<file path="src/rtl/if_id_queue_if.sv">
// rtl/if_id_queue_if.sv - fetch/decode handshake bundle for the IF->ID queue
// Signals:
//   i_if_valid, if_pc, if_inst, o_if_ready : fetch side (enqueue)
//   o_id_valid, id_pc, id_inst, i_id_ready : decode side (dequeue)
//   br_taken                               : flush request from branch resolution
//   o_count                                : queue occupancy for fetch throttling
// master drives the fetch/decode/branch inputs; slave is the queue itself.
interface if_id_queue_if #(
    parameter int PC_W   = 32,
    parameter int INST_W = 32,
    parameter int CNT_W  = 2
);
    logic              i_if_valid;
    logic              o_if_ready;
    logic              o_id_valid;
    logic              i_id_ready;
    logic              br_taken;
    logic [PC_W-1:0]   if_pc;
    logic [INST_W-1:0] if_inst;
    logic [PC_W-1:0]   id_pc;
    logic [INST_W-1:0] id_inst;
    logic [CNT_W-1:0]  o_count;

    modport master (
        output i_if_valid, i_id_ready, br_taken, if_pc, if_inst,
        input  o_if_ready, o_id_valid, id_pc, id_inst, o_count
    );

    modport slave (
        input  i_if_valid, i_id_ready, br_taken, if_pc, if_inst,
        output o_if_ready, o_id_valid, id_pc, id_inst, o_count
    );
endinterface

</file>
<file path="src/rtl/if_id_queue.sv">
// rtl/if_id_queue.sv - circular FIFO of {pc, inst} pairs between fetch and decode
// Ports:
//   clk : rising-edge clock
//   rst : synchronous active-high reset (wins over flush and handshakes)
//   bus : if_id_queue_if.slave, fetch enqueue / decode dequeue / flush / occupancy
module if_id_queue #(
    parameter int PC_W   = 32,
    parameter int INST_W = 32,
    parameter int DEPTH  = 2,
    parameter int CNT_W  = $clog2(DEPTH + 1)
) (
    input  logic          clk,
    input  logic          rst,
    if_id_queue_if.slave  bus
);
    localparam int PTR_W = $clog2(DEPTH);

    logic [PC_W-1:0]   r_pc_mem   [DEPTH];
    logic [INST_W-1:0] r_inst_mem [DEPTH];
    logic [PTR_W-1:0]  r_rd_ptr;
    logic [PTR_W-1:0]  r_wr_ptr;
    logic [CNT_W-1:0]  r_count;

    logic w_if_ready;
    logic w_id_valid;
    logic w_enq;
    logic w_deq;

    // Both flow-control outputs come from the count register alone, so the
    // upstream ready never sees decode's ready combinationally.
    assign w_if_ready = (r_count != CNT_W'(DEPTH));
    assign w_id_valid = (r_count != '0);
    assign w_enq      = bus.i_if_valid & w_if_ready;
    assign w_deq      = w_id_valid & bus.i_id_ready;

    always_ff @(posedge clk) begin
        if (rst) begin
            r_rd_ptr <= '0;
            r_wr_ptr <= '0;
            r_count  <= '0;
            for (int i = 0; i < DEPTH; i++) begin
                r_pc_mem[i]   <= '0;
                r_inst_mem[i] <= '0;
            end
        end else if (bus.br_taken) begin
            // Storage is left as-is; the zero count hides stale entries.
            r_rd_ptr <= '0;
            r_wr_ptr <= '0;
            r_count  <= '0;
        end else begin
            if (w_enq) begin
                r_pc_mem[r_wr_ptr]   <= bus.if_pc;
                r_inst_mem[r_wr_ptr] <= bus.if_inst;
                // DEPTH is a power of two, so natural overflow wraps the pointer.
                r_wr_ptr             <= r_wr_ptr + PTR_W'(1);
            end
            if (w_deq) begin
                r_rd_ptr <= r_rd_ptr + PTR_W'(1);
            end
            case ({w_enq, w_deq})
                2'b10:   r_count <= r_count + CNT_W'(1);
                2'b01:   r_count <= r_count - CNT_W'(1);
                default: r_count <= r_count;
            endcase
        end
    end

    assign bus.o_if_ready = w_if_ready;
    assign bus.o_id_valid = w_id_valid;
    assign bus.o_count    = r_count;
    // An empty queue presents a bubble rather than stale storage.
    assign bus.id_pc      = w_id_valid ? r_pc_mem[r_rd_ptr]   : '0;
    assign bus.id_inst    = w_id_valid ? r_inst_mem[r_rd_ptr] : '0;
endmodule

</file>
<file path="src/flat_wrapper.sv">
// flat-port wrapper written by rule: the top's interface ports become plain ports
module if_id_queue_flat 
#(
    parameter int PC_W   = 32,
    parameter int INST_W = 32,
    parameter int DEPTH  = 2,
    parameter int CNT_W  = $clog2(DEPTH + 1)
)
  (clk, rst, bus_i_if_valid, bus_i_id_ready, bus_br_taken, bus_if_pc, bus_if_inst, bus_o_if_ready, bus_o_id_valid, bus_id_pc, bus_id_inst, bus_o_count);
  if_id_queue_if #(.PC_W(PC_W), .INST_W(INST_W), .CNT_W(CNT_W)) bus_i ();
  input  logic clk;
  input  logic rst;
  input wire logic [$bits(bus_i.i_if_valid)-1:0] bus_i_if_valid;
  input wire logic [$bits(bus_i.i_id_ready)-1:0] bus_i_id_ready;
  input wire logic [$bits(bus_i.br_taken)-1:0] bus_br_taken;
  input wire logic [$bits(bus_i.if_pc)-1:0] bus_if_pc;
  input wire logic [$bits(bus_i.if_inst)-1:0] bus_if_inst;
  output wire logic [$bits(bus_i.o_if_ready)-1:0] bus_o_if_ready;
  output wire logic [$bits(bus_i.o_id_valid)-1:0] bus_o_id_valid;
  output wire logic [$bits(bus_i.id_pc)-1:0] bus_id_pc;
  output wire logic [$bits(bus_i.id_inst)-1:0] bus_id_inst;
  output wire logic [$bits(bus_i.o_count)-1:0] bus_o_count;
  assign bus_i.i_if_valid = bus_i_if_valid;
  assign bus_i.i_id_ready = bus_i_id_ready;
  assign bus_i.br_taken = bus_br_taken;
  assign bus_i.if_pc = bus_if_pc;
  assign bus_i.if_inst = bus_if_inst;
  assign bus_o_if_ready = bus_i.o_if_ready;
  assign bus_o_id_valid = bus_i.o_id_valid;
  assign bus_id_pc = bus_i.id_pc;
  assign bus_id_inst = bus_i.id_inst;
  assign bus_o_count = bus_i.o_count;
  if_id_queue #(.PC_W(PC_W), .INST_W(INST_W), .DEPTH(DEPTH), .CNT_W(CNT_W)) u_core (.clk(clk), .rst(rst), .bus(bus_i));
endmodule
</file>
<file path="config.mk">
export PLATFORM = sky130hd
export DESIGN_NAME = if_id_queue_flat
export DESIGN_NICKNAME = d
export VERILOG_FILES = /design/src/rtl/if_id_queue_if.sv /design/src/rtl/if_id_queue.sv /design/src/flat_wrapper.sv
export SDC_FILE = /design/constraint.sdc
export NUM_CORES = 1
export LEC_CHECK = 0
export ABC_AREA = 1
export BUFFER_PORTS_ARGS = -buffer_cell sky130_fd_sc_hd__buf_2
export CORE_ASPECT_RATIO = 0.75
export CORE_MARGIN = 2
export CORE_UTILIZATION = 35
export DETAILED_ROUTE_END_ITERATION = 16
export PLACE_DENSITY_LB_ADDON = 0.1
export REMOVE_ABC_BUFFERS = 1
export SLEW_MARGIN = 0
export SYNTH_ARGS = -nofsm -noshare
export SYNTH_HDL_FRONTEND = slang
export SYNTH_SLANG_ARGS = --single-unit
export TNS_END_PERCENT = 5
</file>
<file path="constraint.sdc">
create_clock -name clk -period 5.3 [get_ports clk]
set_input_delay 0.265 -clock clk [delete_from_list [all_inputs] [get_ports clk]]
set_output_delay 0.265 -clock clk [all_outputs]
set_load 0.02 [all_outputs]
</file>
[Word level (Yosys, flattened, before mapping)]
Memories as Yosys holds them, arrays and structs flattened. A register that Yosys moved wholly into a read port is not among the register bits.
Cells that the tools add are included.
Storage, ports and cells
  RAM bits: 128
  register bits after elaboration: 4
  bits of input ports: 69
  word-level logic and storage cells: 38
  memories kept: 2
  output and inout bits: 68
Memory list
  u_core.r_inst_mem: words 2, bits a word 32, rd ports 1, clocked after Yosys merged registers in 1, write ports 2, RTL line if_id_queue.sv:19  | logic [INST_W-1:0] r_inst_mem [DEPTH];
  u_core.r_pc_mem: words 2, bits a word 32, rd ports 1, clocked after Yosys merged registers in 1, write ports 2, RTL line if_id_queue.sv:18  | logic [PC_W-1:0] r_pc_mem [DEPTH];
Cells by class
  bitwise logic cells: 2
  eq/ne operators: 3
  reduce and logical (&&, ||, !) cells: 5
  multiplexer cells: 19
  add/subtract/negate cells: 4
Operator list (number)
  two-way mux 32 bit: 4
  OR reduction 32 bit: 2
  two-way mux 1 bit: 14
  one-hot mux 2 bit (2 select lines): 1
  nonzero test 2 bit: 2
  adder 1 bit, second input constant: 2
  adder 2 x 1 -> 2 bit, second input constant: 1
  AND 1 bit: 2
  equality test 2 x 1 -> 1 bit, second input constant: 1
  equality test 2 bit, second input constant: 1
  inequality test 2 bit, second input constant: 1
  OR reduction 2 bit: 1
  subtractor 2 x 1 -> 2 bit, second input constant: 1

[Logic depth before layout (Yosys ltp)]
Gate-level depths: netlist of the first run.
  word-level depth: 8
  depth in mapped cells: 9
  mapped depth without buffers: 9

[Least setup slack after synthesis of the first run]
Ideal clock, no wire load.
  kind: flip-flop to flip-flop
  start: register u_core.r_count[0], in the netlist u_core.bus.o_count[0]
  end: memory u_core.r_inst_mem[0][0] (enable)
  arrival: 2619 ps
  required time: 4876 ps
  cell stages (with the launch flop): 9
  setup slack: 2258 ps
  library setup time: 424 ps
  cells stage by stage: dfxtp_1 > inv_2 > nand2_4 > nand2_4 > nor2_4 > nand2_2 > buf_6 > buf_12 > nand2_1
RTL lines
  start, declared: RTL line if_id_queue.sv:22  | logic [CNT_W-1:0] r_count;
  start signal, assigned: RTL line if_id_queue.sv:61  | 2'b10: r_count <= r_count + CNT_W'(1);
  start signal, assigned: RTL line if_id_queue.sv:62  | 2'b01: r_count <= r_count - CNT_W'(1);
  start signal, assigned: RTL line if_id_queue.sv:63  | default: r_count <= r_count;
  end, declared: RTL line if_id_queue.sv:19

==> results of run 1 <==
-- cell families (layout without fill, tap and decap cells) --
kind of cell,Yosys count,count (layout)
simple gates,282,282
flops,133,133
buf+inv,106,242
compound gates,66,66
fa+ha+maj,1,1
-- where the power goes --
part           total, mW  leakage [nW]  internal, mW  switching, mW
Combinational      0.217          1.64        0.0617          0.155
Sequential          1.22          1.38          1.21         0.0134
Clock               1.32         0.322         0.878          0.441
Total               2.76          3.34          2.15          0.610
-- worst min-delay path: cells and delay by family --
kind,cells,cell delay [ns]
buffers and inverters,2,0.11
and+or+nand+nor,1,0.08
-- sequential cells by signal, indices dropped and copies added, names as in the netlist, named ones only --
name,flops
u_core.r_wr_ptr,1
u_core.r_inst_mem,64
u_core.bus.o_count,2
u_core.r_pc_mem,64
u_core.r_rd_ptr,1
-- cell type report --
cell class | instances | area [sq um]
fill | 1734 | 9860
inverter | 72 | 270
clock buffer | 17 | 425
multi-input combinational | 349 | 1820
sequential | 133 | 3950
timing repair buffer | 139 | 703
tap | 242 | 303
clock inverter | 14 | 233
-- metal layers --
layer	wire, um	track usage	up-vias
met1	6770	0.204	1999
met3	775	0.0390	17
met2	6530	0.249	122
met5	0	0	-
li1	-	-	2127
met4	197	0.0445	0
-- cell usage in the layout (no fill, tap or decap), drive strengths merged --
master and n:
buf 139, inv 73, clkinv 7, nand2 140
bufinv 6, a21oi 65, dfxtp 5, clkbuf 17
ha 1, nand3 2, nand4 1, nor2 139
edfxtp 128, o21ai 1
-- worst max-delay path by stage --
| stage | start | to | cells after the start |
|---|---|---|---|
| global placement | bus_br_taken | u_core.r_inst_mem[0][19] | 4 |
| floorplan | u_core.bus.o_count[1] | u_core.r_inst_mem[0][0] | 5 |
| CTS | u_core.bus.o_count[1] | u_core.r_pc_mem[1][0] | 6 |
| global route | u_core.bus.o_count[1] | u_core.r_pc_mem[1][0] | 6 |
| detailed placement | bus_br_taken | u_core.r_inst_mem[0][28] | 4 |
| finish | u_core.bus.o_count[1] | u_core.r_pc_mem[1][0] | 6 |
-- stage by stage --
| step | worst slack (ns) | utilization | cells |
|---|---|---|---|
| finish | 2.49 | 0.438 | 966 |
| global route | 2.28 | 0.438 | 966 |
| CTS | 2.40 | 0.438 | 966 |
| detailed placement | 2.31 | 0.401 | 935 |
| global placement | 2.38 | 0.401 | 935 |
| floorplan | 0.517 | - | 554 |
==> impl_metrics.xml, run 1 <==
<?xml version="1.0" encoding="UTF-8"?>
<metrics>
  <group name="yosys">
    <metric name="synth_most_common_cell" unit="">nand2_1</metric>
    <metric name="yosys_register_bits" unit="">133</metric>
    <metric name="synth_compound_gate_area_share" unit="">0.0529</metric>
    <metric name="synth-edff-count" unit="">128</metric>
    <metric name="synth.avg_cell_area" unit="sq um">10.6</metric>
    <metric name="synth-adder-area-share" unit="">0.00200</metric>
    <metric name="synth_async_sr_flop_share" unit="">0</metric>
    <metric name="synth.lib_cells_used.distinct" unit="">20</metric>
    <metric name="main_combinational_cell_family_by_area_after_synthesis" unit="">simple AND/OR/NAND/NOR gates</metric>
    <metric name="syn_inst" unit="">588</metric>
    <metric name="post_synth_and_or_nand_nor_area_fraction" unit="">0.229</metric>
    <metric name="yosys_most_used_dff" unit="">edfxtp_1</metric>
    <metric name="commonest_cells_in_the_netlist" unit="">nand2_1, edfxtp_1, nor2_1, inv_1, a21oi_1</metric>
    <metric name="yosys.area_share.xor_xnor" unit="">0</metric>
    <metric name="synth_sequential_area_ratio" unit="">0.631</metric>
    <metric name="synth_top_cells_by_area" unit="">edfxtp_1, nand2_1, nor2_4, a21oi_1, nor2_1</metric>
    <metric name="yosys_warnings" unit="">0</metric>
    <metric name="yosysTopAreaCellShare" unit="">0.615</metric>
    <metric name="netlist_area" unit="sq um">6250</metric>
    <metric name="yosys-mux-area-fraction" unit="">0</metric>
    <metric name="netlist.top_cell.by_area" unit="">edfxtp_1</metric>
  </group>
  <group name="sta">
    <metric name="fin_hold_ws" unit="ns">0.166</metric>
    <metric name="max_slew_margin_vs_limit" unit="">0.203</metric>
    <metric name="post-route-period-util" unit="">0.530</metric>
    <metric name="total_count_of_max_transition_violations_in_the_final_report" unit="">0</metric>
    <metric name="finalSetupViolCount" unit="">0</metric>
    <metric name="fmaxAchievable" unit="MHz">356</metric>
    <metric name="clock-skew-final" unit="ns">0.00834</metric>
    <metric name="layout_min_cycle_time" unit="ns">2.81</metric>
    <metric name="finalHoldViolations" unit="">0</metric>
    <metric name="fin_setup_tns" unit="ns">0</metric>
    <metric name="worstMarginPinSlew" unit="ns">1.19</metric>
    <metric name="unrepaired_setup_endpoints_after_global_routing" unit="">no</metric>
  </group>
  <group name="worst_setup_path">
    <metric name="critical_path_peak_fanout" unit="">65</metric>
    <metric name="worst_path_largest_cell_delay" unit="ns">0.78</metric>
    <metric name="rr_startpoint" unit="">u_core.bus.o_count[1]</metric>
    <metric name="cp_endpoint_kind" unit="">flip-flop</metric>
    <metric name="regToRegEndpoint" unit="">u_core.r_pc_mem[1][0]</metric>
    <metric name="cell_family_contributing_the_most_delay_on_the_critical_path" unit="">simple AND/OR/NAND/NOR gates</metric>
    <metric name="r2r_setup_slack" unit="ns">2.49</metric>
    <metric name="crit_path_frequent_cell" unit="">nand2_4</metric>
    <metric name="count_of_buffer_and_inverter_cells_on_the_critical_path" unit="">2</metric>
    <metric name="timing.critical_path.required" unit="ns">5.21</metric>
    <metric name="reg2reg_depth" unit="">6</metric>
    <metric name="worst_ep_arrival_time" unit="ns">2.72</metric>
    <metric name="startpoint_to_endpoint_class_of_the_critical_path" unit="">flip-flop to flip-flop</metric>
    <metric name="crit_path_top_delay_cell" unit="">nand2_4</metric>
    <metric name="critical_path.cell_chain" unit="">nand2_4 -&gt; nand2_4 -&gt; inv_2 -&gt; nand3_4 -&gt; buf_4 -&gt; nand2_4</metric>
    <metric name="worst_setup_path_start_kind" unit="">flip-flop</metric>
  </group>
  <group name="cells_and_area">
    <metric name="design.final.nets" unit="">782</metric>
    <metric name="layout-area-overhead-vs-synth" unit="%">23.2</metric>
    <metric name="num_antenna_cells" unit="">0</metric>
    <metric name="final_design_area_no_fill" unit="sq um">7690</metric>
    <metric name="drive_above_1_share" unit="">0.329</metric>
  </group>
  <group name="min_path">
    <metric name="hold_path.startpoint" unit="">bus_if_inst[3]</metric>
    <metric name="hold_path_class" unit="">primary input to flip-flop</metric>
    <metric name="min_delay_worst_endpoint" unit="">u_core.r_inst_mem[1][3]</metric>
    <metric name="min_delay_path_depth" unit="">3</metric>
  </group>
  <group name="route">
    <metric name="detail_route.iter0.violations" unit="">315</metric>
    <metric name="routed_wl" unit="mm">14.3</metric>
    <metric name="drt_drc_violations_left" unit="">0</metric>
    <metric name="dr_total_vias" unit="">4265</metric>
    <metric name="first_pass_iters" unit="">4</metric>
    <metric name="avgViaCountPerCell" unit="">4.42</metric>
    <metric name="antenna_violation_net_count_after_detailed_routing" unit="">0</metric>
    <metric name="routed_wirelength_normalized_by_instance_count" unit="um">14.8</metric>
  </group>
  <group name="grt">
    <metric name="first_global_vias" unit="">4340</metric>
    <metric name="antenna_found_initial" unit="">0</metric>
    <metric name="grt_first_pass_wirelength" unit="mm">21.9</metric>
    <metric name="grt_start_max_net_pins" unit="">67</metric>
    <metric name="groute.usage.overall" unit="">0.154</metric>
    <metric name="grt_remaining_overflow" unit="">0</metric>
  </group>
  <group name="clock_network">
    <metric name="cts_tree" unit="">built</metric>
    <metric name="worstSkewPairLatency" unit="ns">0.41</metric>
    <metric name="number_of_buffers_inserted_by_hold_repair_at_cts" unit="">0</metric>
    <metric name="postCtsResizedCells" unit="">0</metric>
    <metric name="cts.sink_count" unit="">133</metric>
    <metric name="cts_inserted_buffers" unit="">17</metric>
    <metric name="cts.reportedPaths.clkPinSlew" unit="ns">0.06</metric>
    <metric name="cts.path.max_buffers" unit="">2</metric>
    <metric name="htreeDepth" unit="">4</metric>
    <metric name="ctsRootBufferMaster" unit="">clkbuf_16</metric>
    <metric name="cts.repair_timing.setup_buffer_count" unit="">0</metric>
  </group>
  <group name="placed_design">
    <metric name="hpwlAfterDp" unit="mm">7.99</metric>
    <metric name="weighted_congestion_reported_at_the_end_of_routability_driven_placement" unit="">0.720</metric>
    <metric name="io_buffers" unit="">136</metric>
    <metric name="placed_cell_area" unit="sq um">7040</metric>
  </group>
  <group name="floorplan">
    <metric name="core_area" unit="sq um">17600</metric>
    <metric name="floorplan.initialDensity" unit="">0.356</metric>
    <metric name="die_height" unit="um">120</metric>
    <metric name="top_level_ports" unit="">137</metric>
    <metric name="die_width" unit="um">158</metric>
    <metric name="num_rows" unit="">42</metric>
    <metric name="floorplan.die_area" unit="sq um">18900</metric>
  </group>
  <group name="power_and_ir_drop">
    <metric name="totalPowerFinal" unit="mW">2.76</metric>
    <metric name="worst_ir_drop_vdd" unit="uV">234</metric>
    <metric name="pwr_density_cell" unit="nW/um^2">358</metric>
    <metric name="p_leak" unit="nW">3.34</metric>
  </group>
  <group name="job">
    <metric name="drv.max_cap_violation_count" unit="">0</metric>
  </group>
  <group name="status">
    <metric name="outcome" unit="">finished clean</metric>
  </group>
</metrics>
(Power assumes the default switching activity.)
==> run 2: changes to the inputs <==
--- a/config.mk
+++ b/config.mk
@@ -5,7 +5,7 @@
 export SDC_FILE = /design/constraint.sdc
 export NUM_CORES = 1
 export LEC_CHECK = 0
-export ABC_AREA = 1
+export ABC_AREA = 0
 export BUFFER_PORTS_ARGS = -buffer_cell sky130_fd_sc_hd__buf_2
 export CORE_ASPECT_RATIO = 0.75
 export CORE_MARGIN = 2
==> constraint.sdc (replaced) <==
create_clock -name clk -period 2.4 [get_ports clk]
set_input_delay 0.12 -clock clk [delete_from_list [all_inputs] [get_ports clk]]
set_output_delay 0.12 -clock clk [all_outputs]
set_load 0.02 [all_outputs]
==> impl_metrics.xml, run 2 <==
<?xml version="1.0" encoding="UTF-8"?>
<metrics>
  <group name="cells_and_area">
    <metric name="layout-area-overhead-vs-synth" unit="%">32.3</metric>
    <metric name="num_antenna_cells" unit="">0</metric>
    <metric name="mostFrequentLayoutCells" unit="">buf_2, edfxtp_1, and2_1, nor2_1, mux2i_1</metric>
    <metric name="final-instance-count-excl-fill" unit="">868</metric>
    <metric name="filler_cells" unit="">1613</metric>
    <metric name="design.final.nets" unit="">710</metric>
    <metric name="drive_above_1_share" unit="">0.280</metric>
    <metric name="register_area" unit="sq um">3950</metric>
    <metric name="final_util" unit="">0.476</metric>
    <metric name="leading_cell_type_in_the_layout_fill_and_taps_excluded" unit="">buf_2</metric>
    <metric name="multiInputGateArea" unit="sq um">1880</metric>
  </group>
  <group name="clock_network">
    <metric name="cts.repair_timing.setup_buffer_count" unit="">0</metric>
    <metric name="postCtsResizedCells" unit="">0</metric>
    <metric name="number_of_buffers_inserted_by_hold_repair_at_cts" unit="">58</metric>
    <metric name="worstSkewPairLatency" unit="ns">0.41</metric>
    <metric name="htreeDepth" unit="">4</metric>
    <metric name="ctsRootBufferMaster" unit="">clkbuf_16</metric>
    <metric name="cts_inserted_buffers" unit="">17</metric>
    <metric name="cts.sink_count" unit="">133</metric>
    <metric name="cts.reportedPaths.clkPinSlew" unit="ns">0.06</metric>
    <metric name="cts.path.max_buffers" unit="">2</metric>
    <metric name="cts_tree" unit="">built</metric>
  </group>
  <group name="yosys">
    <metric name="synth-edff-count" unit="">128</metric>
    <metric name="synth.lib_cells_used.distinct" unit="">23</metric>
    <metric name="synth_top_cells_by_area" unit="">edfxtp_1, and2_1, mux2i_1, nor2_1, buf_8</metric>
    <metric name="post_synth_and_or_nand_nor_area_fraction" unit="">0.190</metric>
    <metric name="commonest_cells_in_the_netlist" unit="">edfxtp_1, and2_1, nor2_1, mux2i_1, buf_2</metric>
    <metric name="yosys.area_share.xor_xnor" unit="">0.00432</metric>
    <metric name="yosys_register_bits" unit="">133</metric>
    <metric name="yosys_warnings" unit="">0</metric>
    <metric name="syn_inst" unit="">445</metric>
    <metric name="yosys-mux-area-fraction" unit="">0.105</metric>
    <metric name="synth-adder-area-share" unit="">0.00206</metric>
    <metric name="netlist_area" unit="sq um">6080</metric>
    <metric name="synth_most_common_cell" unit="">edfxtp_1</metric>
    <metric name="yosysTopAreaCellShare" unit="">0.632</metric>
    <metric name="yosys_most_used_dff" unit="">edfxtp_1</metric>
    <metric name="netlist.top_cell.by_area" unit="">edfxtp_1</metric>
    <metric name="synth_sequential_area_ratio" unit="">0.648</metric>
    <metric name="main_combinational_cell_family_by_area_after_synthesis" unit="">simple AND/OR/NAND/NOR gates</metric>
    <metric name="synth.avg_cell_area" unit="sq um">13.7</metric>
    <metric name="synth_async_sr_flop_share" unit="">0</metric>
    <metric name="synth_compound_gate_area_share" unit="">0.00411</metric>
  </group>
  <group name="worst_setup_path">
    <metric name="critical_path.cell_chain" unit="">buf_4 -&gt; mux2i_1 -&gt; nor2_1 -&gt; buf_2</metric>
    <metric name="worst_path_largest_cell_delay" unit="ns">0.70</metric>
    <metric name="startpoint_to_endpoint_class_of_the_critical_path" unit="">flip-flop to output port</metric>
    <metric name="timing.critical_path.to" unit="">bus_id_inst[3]</metric>
    <metric name="regToRegEndpoint" unit="">u_core.r_inst_mem[0][11]</metric>
    <metric name="rr_startpoint" unit="">u_core.bus.o_count[0]</metric>
    <metric name="critical_path_peak_fanout" unit="">28</metric>
    <metric name="cp_endpoint_kind" unit="">output port</metric>
    <metric name="worst_setup_path_start_kind" unit="">flip-flop</metric>
    <metric name="crit_path_top_delay_cell" unit="">dfxtp_4</metric>
    <metric name="timing.critical_path.required" unit="ns">2.28</metric>
    <metric name="r2r_setup_slack" unit="ns">0.53</metric>
    <metric name="reg2reg_depth" unit="">4</metric>
    <metric name="worst_ep_arrival_time" unit="ns">1.94</metric>
  </group>
  <group name="route">
    <metric name="dr_total_vias" unit="">3894</metric>
    <metric name="detail_route.iter0.violations" unit="">120</metric>
    <metric name="drt_drc_violations_left" unit="">0</metric>
    <metric name="avgViaCountPerCell" unit="">4.49</metric>
    <metric name="routed_wl" unit="mm">13.5</metric>
    <metric name="first_pass_iters" unit="">4</metric>
    <metric name="antenna_violation_net_count_after_detailed_routing" unit="">0</metric>
    <metric name="routed_wirelength_normalized_by_instance_count" unit="um">15.6</metric>
  </group>
  <group name="min_path">
    <metric name="hold_path_class" unit="">primary input to flip-flop</metric>
  </group>
  <group name="power_and_ir_drop">
    <metric name="worst_ir_drop_vdd" unit="uV">442</metric>
    <metric name="portion_of_total_power_attributed_to_the_clock_network" unit="">0.414</metric>
    <metric name="totalPowerFinal" unit="mW">5.52</metric>
    <metric name="power_switching" unit="mW">1.22</metric>
    <metric name="power.sequential.fraction" unit="">0.490</metric>
    <metric name="p_leak" unit="nW">3.23</metric>
    <metric name="pwr_density_cell" unit="nW/um^2">685</metric>
    <metric name="p_int" unit="mW">4.30</metric>
    <metric name="sw_frac_of_total" unit="">0.220</metric>
    <metric name="comb_power_share" unit="">0.096</metric>
  </group>
  <group name="sta">
    <metric name="worstMarginPinSlew" unit="ns">0.627</metric>
    <metric name="unrepaired_setup_endpoints_after_global_routing" unit="">no</metric>
    <metric name="finalSetupViolCount" unit="">0</metric>
    <metric name="max_slew_margin_vs_limit" unit="">0.582</metric>
    <metric name="post-route-period-util" unit="">0.859</metric>
    <metric name="fin_setup_tns" unit="ns">0</metric>
    <metric name="layout_min_cycle_time" unit="ns">2.06</metric>
    <metric name="finalHoldViolations" unit="">0</metric>
    <metric name="fmaxAchievable" unit="MHz">485</metric>
    <metric name="worst_slack" unit="ns">0.338</metric>
    <metric name="clock-skew-final" unit="ns">0.00750</metric>
    <metric name="total_count_of_max_transition_violations_in_the_final_report" unit="">0</metric>
  </group>
  <group name="grt">
    <metric name="first_global_vias" unit="">3999</metric>
    <metric name="grt_start_max_net_pins" unit="">66</metric>
    <metric name="grt_first_pass_wirelength" unit="mm">21.1</metric>
    <metric name="antenna_found_initial" unit="">0</metric>
    <metric name="groute.usage.overall" unit="">0.153</metric>
    <metric name="grt_remaining_overflow" unit="">0</metric>
  </group>
  <group name="floorplan">
    <metric name="floorplan.die_area" unit="sq um">18500</metric>
    <metric name="top_level_ports" unit="">137</metric>
    <metric name="die_width" unit="um">156</metric>
    <metric name="core_area" unit="sq um">16900</metric>
    <metric name="floorplan.initialDensity" unit="">0.359</metric>
    <metric name="num_rows" unit="">41</metric>
    <metric name="die_height" unit="um">118</metric>
  </group>
  <group name="placed_design">
    <metric name="weighted_congestion_reported_at_the_end_of_routability_driven_placement" unit="">0.727</metric>
    <metric name="post_place_setup_slack" unit="ns">0.517</metric>
    <metric name="io_buffers" unit="">136</metric>
    <metric name="dp.cells" unit="">778</metric>
    <metric name="hpwlAfterDp" unit="mm">7.77</metric>
  </group>
  <group name="status">
    <metric name="outcome" unit="">finished clean</metric>
  </group>
  <group name="job">
    <metric name="drv.max_cap_violation_count" unit="">0</metric>
  </group>
</metrics>
run 2: how the worst min path moves through the flow:
| stage | to | cells past startpoint | slack (ns) | start |
|---|---|---|---|---|
| floorplan | u_core.r_inst_mem[0][10] | 1 | 0.32 | bus_if_inst[10] |
| global placement | u_core.r_pc_mem[1][18] | 2 | 0.41 | bus_if_pc[18] |
| detailed placement | u_core.r_inst_mem[1][0] | 2 | 0.41 | bus_if_inst[0] |
| CTS | u_core.r_inst_mem[0][3] | 2 | 0.00009 | bus_if_inst[3] |
| global route | u_core.r_inst_mem[0][21] | 2 | 0.01 | bus_if_inst[21] |
| finish | u_core.r_inst_mem[0][7] | 2 | 0.03 | bus_if_inst[7] |
run 2: metal layers:
layer / part of all wire / vias up / track usage
met5: 0 / - / 0
met4: 0.0084 / 0 / 0.0430
met3: 0.056 / 8 / 0.0513
met2: 0.47 / 99 / 0.250
met1: 0.46 / 1868 / 0.194
li1: - / 1919 / -
run 2: area by class of cell:
type	count	share of cell area
Sequential cell	133	0.490
Timing Repair Buffer	205	0.178
Clock buffer	24	0.0561
Multi-Input combinational cell	278	0.233
Tap cell	215	0.0334
Inverter	5	0.00233
Clock inverter	8	0.00730
run 2: cells by family after synthesis:
logic type               Yosys count
AO/OA/AOI/OAI                      5
XOR/XNOR                           3
adder cells (fa/ha/maj)            1
buffers and inverters             34
flip-flops                       133
multiplexers                      64
AND/OR/NAND/NOR                  205
run 2: power by group through the flow:
stage          registers [mW]  logic, mW  clock network [mW]
6_report                 2.70      0.531                2.28
4_1_cts                  2.70      0.545                2.34
3_5_place_dp             2.75      0.470                   0
3_3_place_gp             2.74      0.466                   0
5_1_grt                  2.71      0.586                2.44
2_1_floorplan            2.75      0.247                   0
run 2: metrics by stage:
step,hold slack (ns),cell area (sq um)
2_1_floorplan,0.318,5830
3_3_place_gp,0.406,6960
3_5_place_dp,0.410,6960
4_1_cts,0.0000857,8050
5_1_grt,0.0113,8050
6_report,0.0256,8050
run 2: worst max-delay path: cells and delay by family, from the launching register on:
family                 cells  cell delay [ns]
buffers and inverters      2             0.54
AND/OR/NAND/NOR            1             0.07
multiplexers               1             0.21
flip-flops                 1             0.70
